$ cat src/rtl/inst_queue_if.sv
// Fetch/decode handshake bundle for the instruction queue.
// master: fetch+decode side; slave: the queue itself.
interface inst_queue_if;
  logic        enq_valid;
  logic [31:0] enq_pc;
  logic [31:0] enq_inst;
  logic        enq_ready;
  logic        deq;
  logic        valid_inst;
  logic [63:0] queue_packet;

  modport master (
    output enq_valid,
    output enq_pc,
    output enq_inst,
    output deq,
    input  enq_ready,
    input  valid_inst,
    input  queue_packet
  );

  modport slave (
    input  enq_valid,
    input  enq_pc,
    input  enq_inst,
    input  deq,
    output enq_ready,
    output valid_inst,
    output queue_packet
  );
endinterface

$ cat src/rtl/inst_queue.sv
// Instruction queue between fetch and decode: show-ahead FIFO of {pc, inst}.
// Ports: clk, rst (async active-low), branch_mispredict, q (slave), count/full/empty.
module inst_queue #(
  parameter int DEPTH = 16,
  parameter int PTR_W = $clog2(DEPTH)
) (
  input  logic             clk,
  input  logic             rst,
  input  logic             branch_mispredict,
  inst_queue_if.slave      q,
  output logic [PTR_W:0]   count,
  output logic             full,
  output logic             empty
);

  logic [63:0]  mem [DEPTH];
  logic [PTR_W:0] head_ptr, tail_ptr;
  logic [PTR_W:0] head_nxt, tail_nxt;
  logic         enq_fire;
  logic         deq_fire;

  assign empty = (head_ptr == tail_ptr);
  // Same slot index, opposite lap: every slot is occupied.
  assign full  = (head_ptr[PTR_W-1:0] == tail_ptr[PTR_W-1:0]) &&
                 (head_ptr[PTR_W] != tail_ptr[PTR_W]);
  assign count = tail_ptr - head_ptr;

  assign q.enq_ready    = ~full;
  assign q.valid_inst   = ~empty;
  assign q.queue_packet = mem[head_ptr[PTR_W-1:0]];

  assign enq_fire = q.enq_valid && !full && !branch_mispredict;
  assign deq_fire = q.deq && !empty && !branch_mispredict;

  always_comb begin
    head_nxt = head_ptr;
    tail_nxt = tail_ptr;
    if (branch_mispredict) begin
      head_nxt = '0;
      tail_nxt = '0;
    end else begin
      if (enq_fire) tail_nxt = tail_ptr + 1'b1;
      if (deq_fire) head_nxt = head_ptr + 1'b1;
    end
  end

  always_ff @(posedge clk or negedge rst) begin
    if (!rst) begin
      head_ptr <= '0;
      tail_ptr <= '0;
    end else begin
      head_ptr <= head_nxt;
      tail_ptr <= tail_nxt;
    end
  end

  // Storage is not reset; pointers alone define validity.
  always_ff @(posedge clk) begin
    if (enq_fire)
      mem[tail_ptr[PTR_W-1:0]] <= {q.enq_pc, q.enq_inst};
  end

endmodule

$ cat src/flat_wrapper.sv
// flat-port wrapper written by rule: the top's interface ports become plain ports
module inst_queue_flat 
#(
  parameter int DEPTH = 16,
  parameter int PTR_W = $clog2(DEPTH)
)
  (clk, rst, branch_mispredict, count, full, empty, q_enq_valid, q_enq_pc, q_enq_inst, q_deq, q_enq_ready, q_valid_inst, q_queue_packet);
  inst_queue_if q_i ();
  input  logic clk;
  input  logic rst;
  input  logic branch_mispredict;
  output logic [PTR_W:0] count;
  output logic full;
  output logic empty;
  input wire logic [$bits(q_i.enq_valid)-1:0] q_enq_valid;
  input wire logic [$bits(q_i.enq_pc)-1:0] q_enq_pc;
  input wire logic [$bits(q_i.enq_inst)-1:0] q_enq_inst;
  input wire logic [$bits(q_i.deq)-1:0] q_deq;
  output wire logic [$bits(q_i.enq_ready)-1:0] q_enq_ready;
  output wire logic [$bits(q_i.valid_inst)-1:0] q_valid_inst;
  output wire logic [$bits(q_i.queue_packet)-1:0] q_queue_packet;
  assign q_i.enq_valid = q_enq_valid;
  assign q_i.enq_pc = q_enq_pc;
  assign q_i.enq_inst = q_enq_inst;
  assign q_i.deq = q_deq;
  assign q_enq_ready = q_i.enq_ready;
  assign q_valid_inst = q_i.valid_inst;
  assign q_queue_packet = q_i.queue_packet;
  inst_queue #(.DEPTH(DEPTH), .PTR_W(PTR_W)) u_core (.clk(clk), .rst(rst), .branch_mispredict(branch_mispredict), .q(q_i), .count(count), .full(full), .empty(empty));
endmodule
$ cat config.mk
export PLATFORM = sky130hd
export DESIGN_NAME = inst_queue_flat
export DESIGN_NICKNAME = d
export VERILOG_FILES = /design/src/rtl/inst_queue_if.sv /design/src/rtl/inst_queue.sv /design/src/flat_wrapper.sv
export SDC_FILE = /design/constraint.sdc
export NUM_CORES = 1
export LEC_CHECK = 0
export CAP_MARGIN = 5
export CORE_MARGIN = 2
export CORE_UTILIZATION = 45
export CTS_BUF_LIST = sky130_fd_sc_hd__clkbuf_4 sky130_fd_sc_hd__clkbuf_8 sky130_fd_sc_hd__clkbuf_16
export CTS_CLUSTER_DIAMETER = 150
export DETAILED_ROUTE_END_ITERATION = 6
export MAX_ROUTING_LAYER = met4
export PLACE_DENSITY = 0.66
export SKIP_CTS_REPAIR_TIMING = 1
export SLEW_MARGIN = 20
export SYNTH_ARGS = -nofsm -noshare
export SYNTH_HDL_FRONTEND = slang
export SYNTH_SLANG_ARGS = --single-unit
$ cat constraint.sdc
create_clock -name clk -period 9.8 [get_ports clk]
set_input_delay 1.96 -clock clk [delete_from_list [all_inputs] [get_ports clk]]
set_output_delay 1.96 -clock clk [all_outputs]
set_load 0.02 [all_outputs]
Word-level counts from Yosys, hierarchy flattened
Memories as Yosys holds them, arrays and structs flattened.
Cells that the tools add are included.

storage, ports and cells
  RAM bits = 1024
  input port bits = 69
  memories = 1
  bits in registers = 10
  output and inout bits = 73

cells by class
  add/subtract/negate cells = 3
  reductions and logical operators = 10
  multiplexer cells = 6
  eq/ne operators = 3
  bitwise gates (word level) = 2

memories
  memory      depth  bits a word  read ports  clocked after Yosys merged registers in  wr ports  RTL line          text
  u_core.mem  16     64           1           0                                        1         inst_queue.sv:16  logic [63:0] mem [DEPTH];

operators by type and width
  operator               number
  $mux W5                4
  $add A5 B1 Y5 const B  2
  $eq A5 B5 Y1           1
  $logic_and A1 B1 Y1    5
  $sub A5 B5 Y5          1
  $eq A4 B4 Y1           1
  $reduce_bool A2 Y1     2
  $logic_not A1 Y1       3
  $mux W1                2
  $not A1 Y1             2
  $ne A1 B1 Y1           1

Logic depth before layout (Yosys ltp)
Gate-level depths: netlist of run 1.

  depth after elaboration = 7
  mapped depth = 9
  mapped depth without buffers = 7

Worst setup path after synthesis of run 1
Ideal clock, no wire load.

  path type = in2reg
  from = in branch_mispredict
  to = mem u_core.mem[0][0], enable pin
  setup time = 565 ps
  stages on the path = 3
  arrival = 6844 ps
  path slack = 2392 ps
  cell sequence = a211oi_1 nand2_1 nor3_1

on the way
  word-level cells in the longest chain between the ends = 4

ends and longest elaborated chain
  element                        RTL line            text
  start, declared                flat_wrapper.sv:11  input logic branch_mispredict;
  $logic_not A1 Y1               inst_queue.sv:32    assign enq_fire = q.enq_valid && !full && !branch_mispredict;
  $logic_and A1 B1 Y1            inst_queue.sv:32
  $mux W1                        inst_queue.sv:59    if (enq_fire)
  $mux W1 (not written as such)  inst_queue.sv:60    mem[tail_ptr[PTR_W-1:0]] <= {q.enq_pc, q.enq_inst};
  end, declared                  inst_queue.sv:16

No other way between the ends.

Worst setup path in the final report of run 1
  from = reg u_core.head_ptr[2]
  to = out q_queue_packet[55]

on the way
  word-level cells in the longest chain between the ends = 1

ends and longest elaborated chain
  element                 RTL line            text
  start, declared         inst_queue.sv:17    logic [PTR_W:0] head_ptr, tail_ptr;
  start signal, assigned  inst_queue.sv:52    head_ptr <= head_nxt;
  $mem_v2 Z16 W64         --
  end, declared           flat_wrapper.sv:21  output wire logic [$bits(q_i.queue_packet)-1:0] q_queue_packet;

No other way between the ends.

==> key figures, run 1 <==
Status
  • Status: finished, final reports clean

Worst hold path
  • Hold Crit Class: reg -> reg
  • WHS Path Cells: 2

Yosys
  • Mapped Cells: 1805
  • Area leader, netlist: edfxtp_1
  • Unique masters post-synth: 36
  • Syn nets: 1884
  • FF+latch count, synth: 1034
  • Most frequent cell after synthesis: edfxtp_1
  • Mapped Area: 39740 um2
  • Most used DFF post-synth: edfxtp_1
  • Yosys Warn Count: 0
  • Syn_area_per_cell: 22.01 um2
  • Top cells by count, synth: 1024 x edfxtp_1, 194 x mux2i_1, 192 x mux4_2, 126 x o21ai_1, 59 x a221oi_1
  • Area fraction of the dominant cell type after synthesis: 0.7739
  • Synth async-reset ratio: 0.009671
  • Seq/Total Area, Yosys: 0.7801
  • Dominant cells by area after synthesis: edfxtp_1 77%, mux4_2 11%, mux2i_1 4.9%, o21ai_1 1.6%, a221oi_1 1.3%
  • Post-synth EDFFs: 1024

Worst setup path
  • Critical Path Stages: 6
  • Setup crit end kind: output port
  • CP most frequent cell: buf_4
  • Startpoint Class: register
  • Crit path max-delay family: buffers and inverters
  • Critical path class: reg -> out
  • CP cell instances: buf_4 -> buf_4 -> mux4_2 -> mux2i_1 -> o21ai_1 -> clkdlybuf4s50_1
  • Critical Path AT: 4.27 ns
  • Buf+Inv Stages, Crit Path: 3
  • Critical Path RT: 7.84 ns
  • FF-to-FF path depth: 8
  • Crit path max fanout: 64
  • Slowest cell on the critical path: buf_4
  • CP max stage delay: 0.86 ns

Routing
  • DRT antenna net count: 0
  • Drt total wl: 84640 um
  • Iteration-0 DRC Markers: 1519
  • First-pass DRT Iterations: 5
  • Routed WL per cell: 26.21 um
  • DRC errors left: 0
  • Via Count: 18590
  • Avg Vias per Cell: 5.757

Floorplanning
  • CORE AREA: 87160 um2
  • # IOs: 142
  • DIE AREA: 90690 um2
  • Std cell rows: 108
  • Die extent in x: 301.2 um
  • Starting density of the core: 0.4559
  • Chip height: 301.2 um

Pwr
  • Power share of the combinational group: 0.122
  • Internal power: 7783 uW
  • Sw Ratio: 0.2271
  • Psw: 2287 uW
  • Worst vdd ir: 0.1516 mV
  • Clk pwr share: 0.388
  • Total power: 10070 uW
  • Sequential power share: 0.489
  • Leakage: 0.01380 uW
  • P per Cell Area: 219.7 nW/um2

GRT
  • Global-route wire length before repair: 125100 um
  • Grt ovf: 0
  • Largest net degree at the start of global routing: 117
  • Number of antenna violations at the first check in global routing: 5
  • GRT Util Overall: 0.1925
  • Vias in the first global route: 19048

Clock tree
  • CTS buffer count: 102
  • Clock sinks: 1034
  • CTS tree: done
  • CTS clk-pin slew, worst paths: 0.06 ns
  • H-tree levels: 3
  • Latest clock arrival within the worst-skew pair: 0.67 ns
  • Max Root-Sink Buffers: 3
  • CTS root buf: clkbuf_16

Timing
  • Relative slew slack: 0.2485
  • Setup WS post-layout: 3.568 ns
  • Pins Over Slew Limit: 0
  • Fin Setup TNS: 0 ns
  • Post-route minimum period: 6.232 ns
  • Worst-Margin Slew: 1.127 ns
  • Fin crit share: 0.6359
  • Hold WS: 0.6404 ns
  • Endpoints failing setup: 0
  • RSZ-0062 raised after global routing: false
  • Final hold vios: 0
  • F_max: 160.5 MHz
  • Max Clock Skew: 0.02307 ns

Place
  • RePlAce Congestion: 0.7301
  • DPL Wire Length: 43730 um
  • Port-buffer cells: 141
  • Pre-CTS WS: 4.078 ns

Cells and area
  • Share of cells above drive strength 1: 0.2034
  • Final nets: 2064
  • Layout overhead on the synthesized area: 15.35%
  • Filler cells: 6687

Flow run
  • Max Cap Violations: 0
layout by cell type (no fill, tap or decap), types with 3 or more instances in the layout:
cell type,synthesis,routed
a21oi_1,5,5
inv_6,0,3
edfxtp_1,1024,1024
xor2_1,3,3
mux4_2,192,192
ha_1,9,9
nor3_2,0,4
clkinv_1,0,28
clkdlybuf4s50_1,0,141
bufinv_16,0,10
xnor2_1,8,8
clkinv_2,0,12
mux2i_1,194,194
nand2_1,7,7
dfrtp_1,10,6
inv_1,10,9
nor2_4,0,12
buf_4,7,33
o21ai_1,126,126
a221oi_2,5,5
nand4_1,3,3
a221oi_1,59,59
clkbuf_16,0,104
dfrtp_4,0,3
diode_2,0,4
clkbuf_4,5,23
o21ai_0,5,5
nor2_1,22,10
buf_12,1,4
flip-flops by register name, summed over array words and instances (netlist names):
register         count
u_core.tail_ptr      5
u_core.head_ptr      5
u_core.mem        1024
power by group through the flow:
| stage | combinational (uW) | sequential (uW) | clock (uW) |
|---|---|---|---|
| detailed placement | 1250 | 5020 | 0 |
| floorplan | 910 | 5000 | 0 |
| global route | 1330 | 4930 | 4160 |
| global placement | 1230 | 5020 | 0 |
| finish | 1230 | 4930 | 3910 |
| CTS | 1250 | 4930 | 3980 |
cell type report:
cell class,count,area (um2),share of cell area
Clock buffer,128,2789,0.06085
Timing Repair Buffer,180,1794,0.03915
Antenna cell,4,10.01,0.0002184
Tap cell,1155,1445,0.03153
Multi-Input combinational cell,657,8142,0.1776
Inverter,10,37.54,0.0008189
Clock inverter,61,605.6,0.01321
Sequential cell,1034,31010,0.6766
worst paths after layout:
check | start | endpoint | slack [ns]
hold reg to reg | u_core.tail_ptr[4] | u_core.tail_ptr[4] | 0.64
setup / recovery | u_core.head_ptr[2] | q_queue_packet[55] | 3.57
max in group asynchronous | rst | u_core.head_ptr[0] | 7.66
min in group asynchronous | rst | u_core.head_ptr[2] | 1.69
hold / removal | u_core.tail_ptr[4] | u_core.tail_ptr[4] | 0.64
setup reg to reg | u_core.head_ptr[1] | u_core.mem[7][11] | 4.58
layer usage:
layer	global-route usage	routed length, um
met1	0.2678	37280
met2	0.3008	41280
met3	0.03321	4634
met4	0.04300	1437
met5	-	0
cell families after synthesis:
family | after synthesis | synth area share
adders and majority gates | 10 | 0.003338
xor gates and xnor gates | 12 | 0.002834
and+or+nand+nor | 43 | 0.004850
AOI/OAI and AO/OA | 206 | 0.03316
buffers and inverters | 114 | 0.01798
DFF | 1034 | 0.7801
muxes | 386 | 0.1577
worst register-to-register path, stage by stage (launching register included):
cell	delay, ns
dfrtp_4	0.62
buf_4	0.76
inv_1	0.21
ha_1	0.35
and4_1	0.28
a211oi_1	0.59
nand2_1	0.38
nor2_4	0.92
buf_4	0.72
through the flow:
stage	area [um2]	cells	util
global placement	42340	3032	0.4857
CTS	45730	3221	0.5247
finish	45840	3229	0.5259
global route	45840	3229	0.5259
detailed placement	42340	3032	0.4857
floorplan	39740	1805	-
(Power assumes the default switching activity.)
==> run 2, diff against run 1 <==
clock period = 5.9 ns   (was 9.8 ns; I/O delays follow)
==> key figures, run 2 (synthesized netlist as in run 1, its figures left out) <==
Timing
  • Relative slew slack: 0.4435 (+0.1951)
  • Fin Setup TNS: 0 ns (unchanged)
  • Fin crit share: 0.8678
  • Setup WS post-layout: 0.7797 ns (-2.789 ns)
  • Worst-Margin Slew: 0.8347 ns (-0.2926 ns)
  • RSZ-0062 raised after global routing: false
  • Max Clock Skew: 0.01690 ns (-0.006176 ns)
  • Pins Over Slew Limit: 0 (unchanged)
  • F_max: 195.3 MHz
  • Endpoints failing setup: 0 (unchanged)
  • Final hold vios: 0 (unchanged)
  • Post-route minimum period: 5.120 ns

Worst setup path
  • Startpoint Class: register
  • Crit path max fanout: 93 (+45%)
  • Setup crit end kind: output port
  • Critical Path AT: 3.94 ns (-0.33 ns)
  • Critical Path RT: 4.72 ns (-3.12 ns)
  • Critical path class: reg -> out

GRT
  • GRT Util Overall: 0.2000 (+0.007502)
  • Vias in the first global route: 19344 (+1.6%)
  • Largest net degree at the start of global routing: 112 (-4.3%)
  • Number of antenna violations at the first check in global routing: 6 (+1)
  • Grt ovf: 0 (unchanged)
  • Global-route wire length before repair: 129000 um (+3.2%)

Floorplanning
  • Starting density of the core: 0.4559 (unchanged)
  • # IOs: 142 (unchanged)
  • DIE AREA: 90690 um2 (unchanged)
  • Chip height: 301.2 um (unchanged)
  • CORE AREA: 87160 um2 (unchanged)
  • Die extent in x: 301.2 um (unchanged)
  • Std cell rows: 108 (unchanged)

Clock tree
  • CTS clk-pin slew, worst paths: 0.06 ns (about the same)
  • Latest clock arrival within the worst-skew pair: 0.66 ns (about the same)
  • Max Root-Sink Buffers: 3 (unchanged)
  • CTS buffer count: 102 (unchanged)
  • CTS tree: done
  • H-tree levels: 3 (unchanged)
  • CTS root buf: clkbuf_16
  • Clock sinks: 1034 (unchanged)

Routing
  • Routed WL per cell: 26.88 um (+2.5%)
  • Via Count: 18812 (+1.2%)
  • DRT antenna net count: 0 (unchanged)
  • Iteration-0 DRC Markers: 1779 (+17%)
  • Drt total wl: 87110 um (+2.9%)
  • First-pass DRT Iterations: 5 (unchanged)
  • DRC errors left: 0 (unchanged)
  • Avg Vias per Cell: 5.804 (+0.82%)

Pwr
  • Worst vdd ir: 0.2356 mV (+55%)
  • Leakage: 0.01383 uW (+0.21%)
  • P per Cell Area: 360.9 nW/um2 (+64%)

Cells and area
  • Share of cells above drive strength 1: 0.2092 (+0.005854)
  • Largest register FFs: 1024 (unchanged)
  • Final nets: 2074 (+0.48%)
  • Most common cell after layout, fill and taps aside: edfxtp_1
  • Layout overhead on the synthesized area: 15.68%
  • Most frequent cells in the layout: 1024 x edfxtp_1, 194 x mux2i_1, 192 x mux4_2

Status
  • Status: finished, final reports clean

Place
  • Port-buffer cells: 141 (unchanged)
  • RePlAce Congestion: 0.7337 (+0.49%)
  • DPL Wire Length: 46110 um (+5.4%)
  • Pre-CTS WS: 1.418 ns (-2.660 ns)

Worst hold path
  • Hold Crit Class: reg -> reg

Flow run
  • Max Cap Violations: 0 (unchanged)
-- run 2: changes by cell type in the layout (fill, tap and decap cells not counted), moves of 4 or more --
cell	change
nor3_4	+4
nor3_2	-4
clkinv_1	-5
clkbuf_4	+4
buf_12	+14
clkinv_2	+9
-- run 2: stage by stage --
stage | std cells | util | total power (uW) | cell area, um2 | hold WS, ns
3_5_place_dp | 3046 | 0.4895 | 10480 | 42660 | 0.6313
3_3_place_gp | 3045 | 0.4893 | 10460 | 42640 | 0.6184
2_1_floorplan | 1805 | - | 9814 | 39760 | 0.5899
5_1_grt | 3240 | 0.5274 | 17160 | 45960 | 0.6843
4_1_cts | 3234 | 0.5272 | 16760 | 45950 | 0.6498
6_report | 3241 | 0.5274 | 16590 | 45970 | 0.6477
-- run 2: where the power goes --
part	total [uW]	internal, uW	switching, uW	leakage, uW
clock	6300	3680	2620	0.00165
sequential	8190	8130	52.5	0.00935
combinational	2100	1020	1080	0.00282
-- run 2: worst paths after layout --
check | start | endpoint | slack (ns) | cells past startpoint
worst max-delay path | u_core.head_ptr[1] | q_queue_packet[2] | 0.78 | 7
worst min-delay path | u_core.head_ptr[4] | u_core.head_ptr[4] | 0.65 | 2
worst max register to register | u_core.head_ptr[1] | u_core.mem[2][12] | 1.78 | 8
worst min register to register | u_core.head_ptr[4] | u_core.head_ptr[4] | 0.65 | 2
max in group asynchronous | rst | u_core.head_ptr[0] | 4.55 | 1
min in group asynchronous | rst | u_core.tail_ptr[0] | 0.91 | 1
-- run 2: final cells by class --
class | instances | area [um2]
multi-input cells | 657 | 8165
inverters | 10 | 37.54
clock inverters | 56 | 454.2
clock buffers | 132 | 2830
fillers | 6601 | 41190
flip-flops and latches | 1034 | 31010
well taps | 1155 | 1445
repair buffers | 190 | 2004
diodes | 7 | 17.52
-- run 2: per-layer routing --
metal / part of all wire / global-route usage
met5: 0 / -
met4: 0.017 / 0.05117
met3: 0.074 / 0.03991
met2: 0.49 / 0.3122
met1: 0.42 / 0.2719
-- run 2: critical path, stage by stage (launching register included) --
cell	delay, ns
dfrtp_4	0.44
buf_12	0.51
and2_2	0.65
buf_4	0.56
a221oi_1	0.18
o21ai_1	0.11
o21ai_1	0.16
clkdlybuf4s50_1	0.61
==> run 3, diff against run 2 <==
CORE_UTILIZATION = 25   (was 45)
CTS_CLUSTER_DIAMETER = 100   (was 150)
PLACE_DENSITY = 0.43   (was 0.66)
SLEW_MARGIN = 10   (was 20)
==> key figures, run 3 (synthesized netlist as in run 1, its figures left out) <==
Status
  • Status: finished, final reports clean

Worst setup path
  • Worst r2r src: u_core.head_ptr[3]
  • CP cell instances: buf_4 -> mux4_2 -> mux2i_1 -> o21ai_1 -> clkdlybuf4s50_1
  • Slowest cell on the critical path: dfrtp_4
  • Crit path max fanout: 32 (-66%)
  • Critical Path RT: 4.72 ns (about the same)
  • Critical path class: reg -> out
  • R2R Setup Slk: 1.85 ns (+0.07 ns)
  • Setup crit end kind: output port
  • CP max stage delay: 0.89 ns (+0.24 ns)
  • Critical Path AT: 3.88 ns (-0.06 ns)
  • R2R Path End: u_core.mem[9][61]
  • FF-to-FF path depth: 7 (-1)
  • Startpoint Class: register

GRT
  • GRT Util Overall: 0.1285 (-0.07156)
  • Grt ovf: 0 (unchanged)
  • Number of antenna violations at the first check in global routing: 10 (+4)
  • Largest net degree at the start of global routing: 97 (-13%)
  • Vias in the first global route: 20039 (+3.6%)
  • Global-route wire length before repair: 147100 um (+14%)

Timing
  • Fin crit share: 0.8573 (-0.01052)
  • Endpoints failing setup: 0 (unchanged)
  • Post-route minimum period: 5.058 ns (-0.06209 ns)
  • Final hold vios: 0 (unchanged)
  • Max Clock Skew: 0.03315 ns (+0.01625 ns)
  • Worst-Margin Slew: 0.9305 ns (+0.09582 ns)
  • F_max: 197.7 MHz (+1.2%)
  • Fin Setup TNS: 0 ns (unchanged)
  • Relative slew slack: 0.3797 (-0.06388)
  • Pins Over Slew Limit: 0 (unchanged)
  • RSZ-0062 raised after global routing: false

Floorplanning
  • Chip height: 402.7 um (+34%)
  • DIE AREA: 162100 um2 (+79%)
  • Std cell rows: 146 (+35%)
  • # IOs: 142 (unchanged)
  • CORE AREA: 158200 um2 (+82%)
  • Starting density of the core: 0.2512 (-0.2047)
  • Die extent in x: 402.7 um (+34%)

Clock tree
  • Clock sinks: 1034 (unchanged)
  • CTS root buf: clkbuf_16
  • CTS tree: done
  • CTS buffer count: 108 (+5.9%)
  • CTS clk-pin slew, worst paths: 0.06 ns (about the same)
  • Max Root-Sink Buffers: 3 (unchanged)
  • Latest clock arrival within the worst-skew pair: 0.71 ns (+0.05 ns)
  • H-tree levels: 3 (unchanged)

Pwr
  • Worst vdd ir: 0.2131 mV (-9.5%)
  • Leakage: 0.01395 uW (+0.93%)
  • P per Cell Area: 359.8 nW/um2 (-0.31%)

Routing
  • Avg Vias per Cell: 4.480 (-23%)
  • Routed WL per cell: 24.39 um (-9.3%)
  • Iteration-0 DRC Markers: 1440 (-19%)
  • DRT antenna net count: 0 (unchanged)
  • Uppermost routed layer: met4
  • Met1 WL: 45620 um (+24%)
  • Drt total wl: 101800 um (+17%)
  • Via Count: 18697 (-0.61%)
  • Met2 Wirelength: 48830 um (+15%)
  • DRC errors left: 0 (unchanged)
  • First-pass DRT Iterations: 7 (+2)
  • Met3 wire length: 5381 um (-16%)

Flow run
  • Max Cap Violations: 0 (unchanged)

Cells and area
  • Layout overhead on the synthesized area: 19.62%
  • Share of cells above drive strength 1: 0.2125 (+0.003277)
  • Final core utilization: 0.3005 (-0.2269)
  • Largest register FFs: 1024 (unchanged)
  • Most common cell after layout, fill and taps aside: edfxtp_1
  • Most frequent cells in the layout: 1024 x edfxtp_1, 194 x mux2i_1, 192 x mux4_2
  • Final nets: 2082 (+0.39%)

Worst hold path
  • Worst Min Path Start: u_core.head_ptr[4]
  • WHS Path Cells: 2 (unchanged)
  • WHS Endpoint: u_core.head_ptr[4]
  • Hold Crit Class: reg -> reg

Place
  • DPL Wire Length: 54260 um (+18%)
  • RePlAce Congestion: 0.7329 (-0.11%)
  • Port-buffer cells: 141 (unchanged)
[run 3: layout make-up]
cell class | instances | area, um2
clock buffer | 122 | 2825
multi-input combinational | 657 | 8167
clock inverter | 79 | 720.7
antenna | 7 | 17.52
tap | 2072 | 2592
fill | 15296 | 110700
inverter | 10 | 38.79
sequential | 1034 | 31010
timing repair buffer | 192 | 2157
[run 3: where the power goes]
group          switching [uW]  internal [uW]  total [uW]
Clock                    2840           3880        6720
Combinational            1160           1030        2190
Sequential               56.6           8140        8190
Total                    4050          13000       17100
[run 3: worst max-delay path by stage]
stage,from,end,cells past startpoint
detailed placement,u_core.head_ptr[0],q_queue_packet[51],5
global route,u_core.head_ptr[0],q_queue_packet[51],5
finish,u_core.head_ptr[0],q_queue_packet[51],5
CTS,u_core.head_ptr[0],q_queue_packet[51],5
floorplan,u_core.head_ptr[1],u_core.mem[12][0],9
global placement,u_core.head_ptr[0],q_queue_packet[51],5
[run 3: critical path, delay by kind of cell, from the launching register on]
kind	cells	cell delay, ns
muxes	2	0.93
buffers and inverters	2	1.08
AOI/OAI and AO/OA	1	0.21
DFF	1	0.89
[run 3: through the flow]
stage | instance area (um2) | cells | hold WS (ns) | setup slack (ns) | power [uW]
2_1_floorplan | 39760 | 1805 | 0.5899 | 0.4140 | 9814
3_3_place_gp | 43970 | 3965 | 0.6187 | 1.534 | 10590
3_5_place_dp | 43970 | 3965 | 0.6540 | 1.496 | 10610
4_1_cts | 47520 | 4166 | 0.6710 | 0.7052 | 17380
5_1_grt | 47530 | 4173 | 0.7173 | 0.6566 | 17760
6_report | 47530 | 4173 | 0.6597 | 0.8418 | 17100
[run 3: per-layer routing]
metal  global-route usage  vias to the layer above
li1                     -                     8020
met1               0.1658                    10147
met2               0.2041                      409
met3              0.02934                      121
met4              0.03404                        0
met5                    -                        -
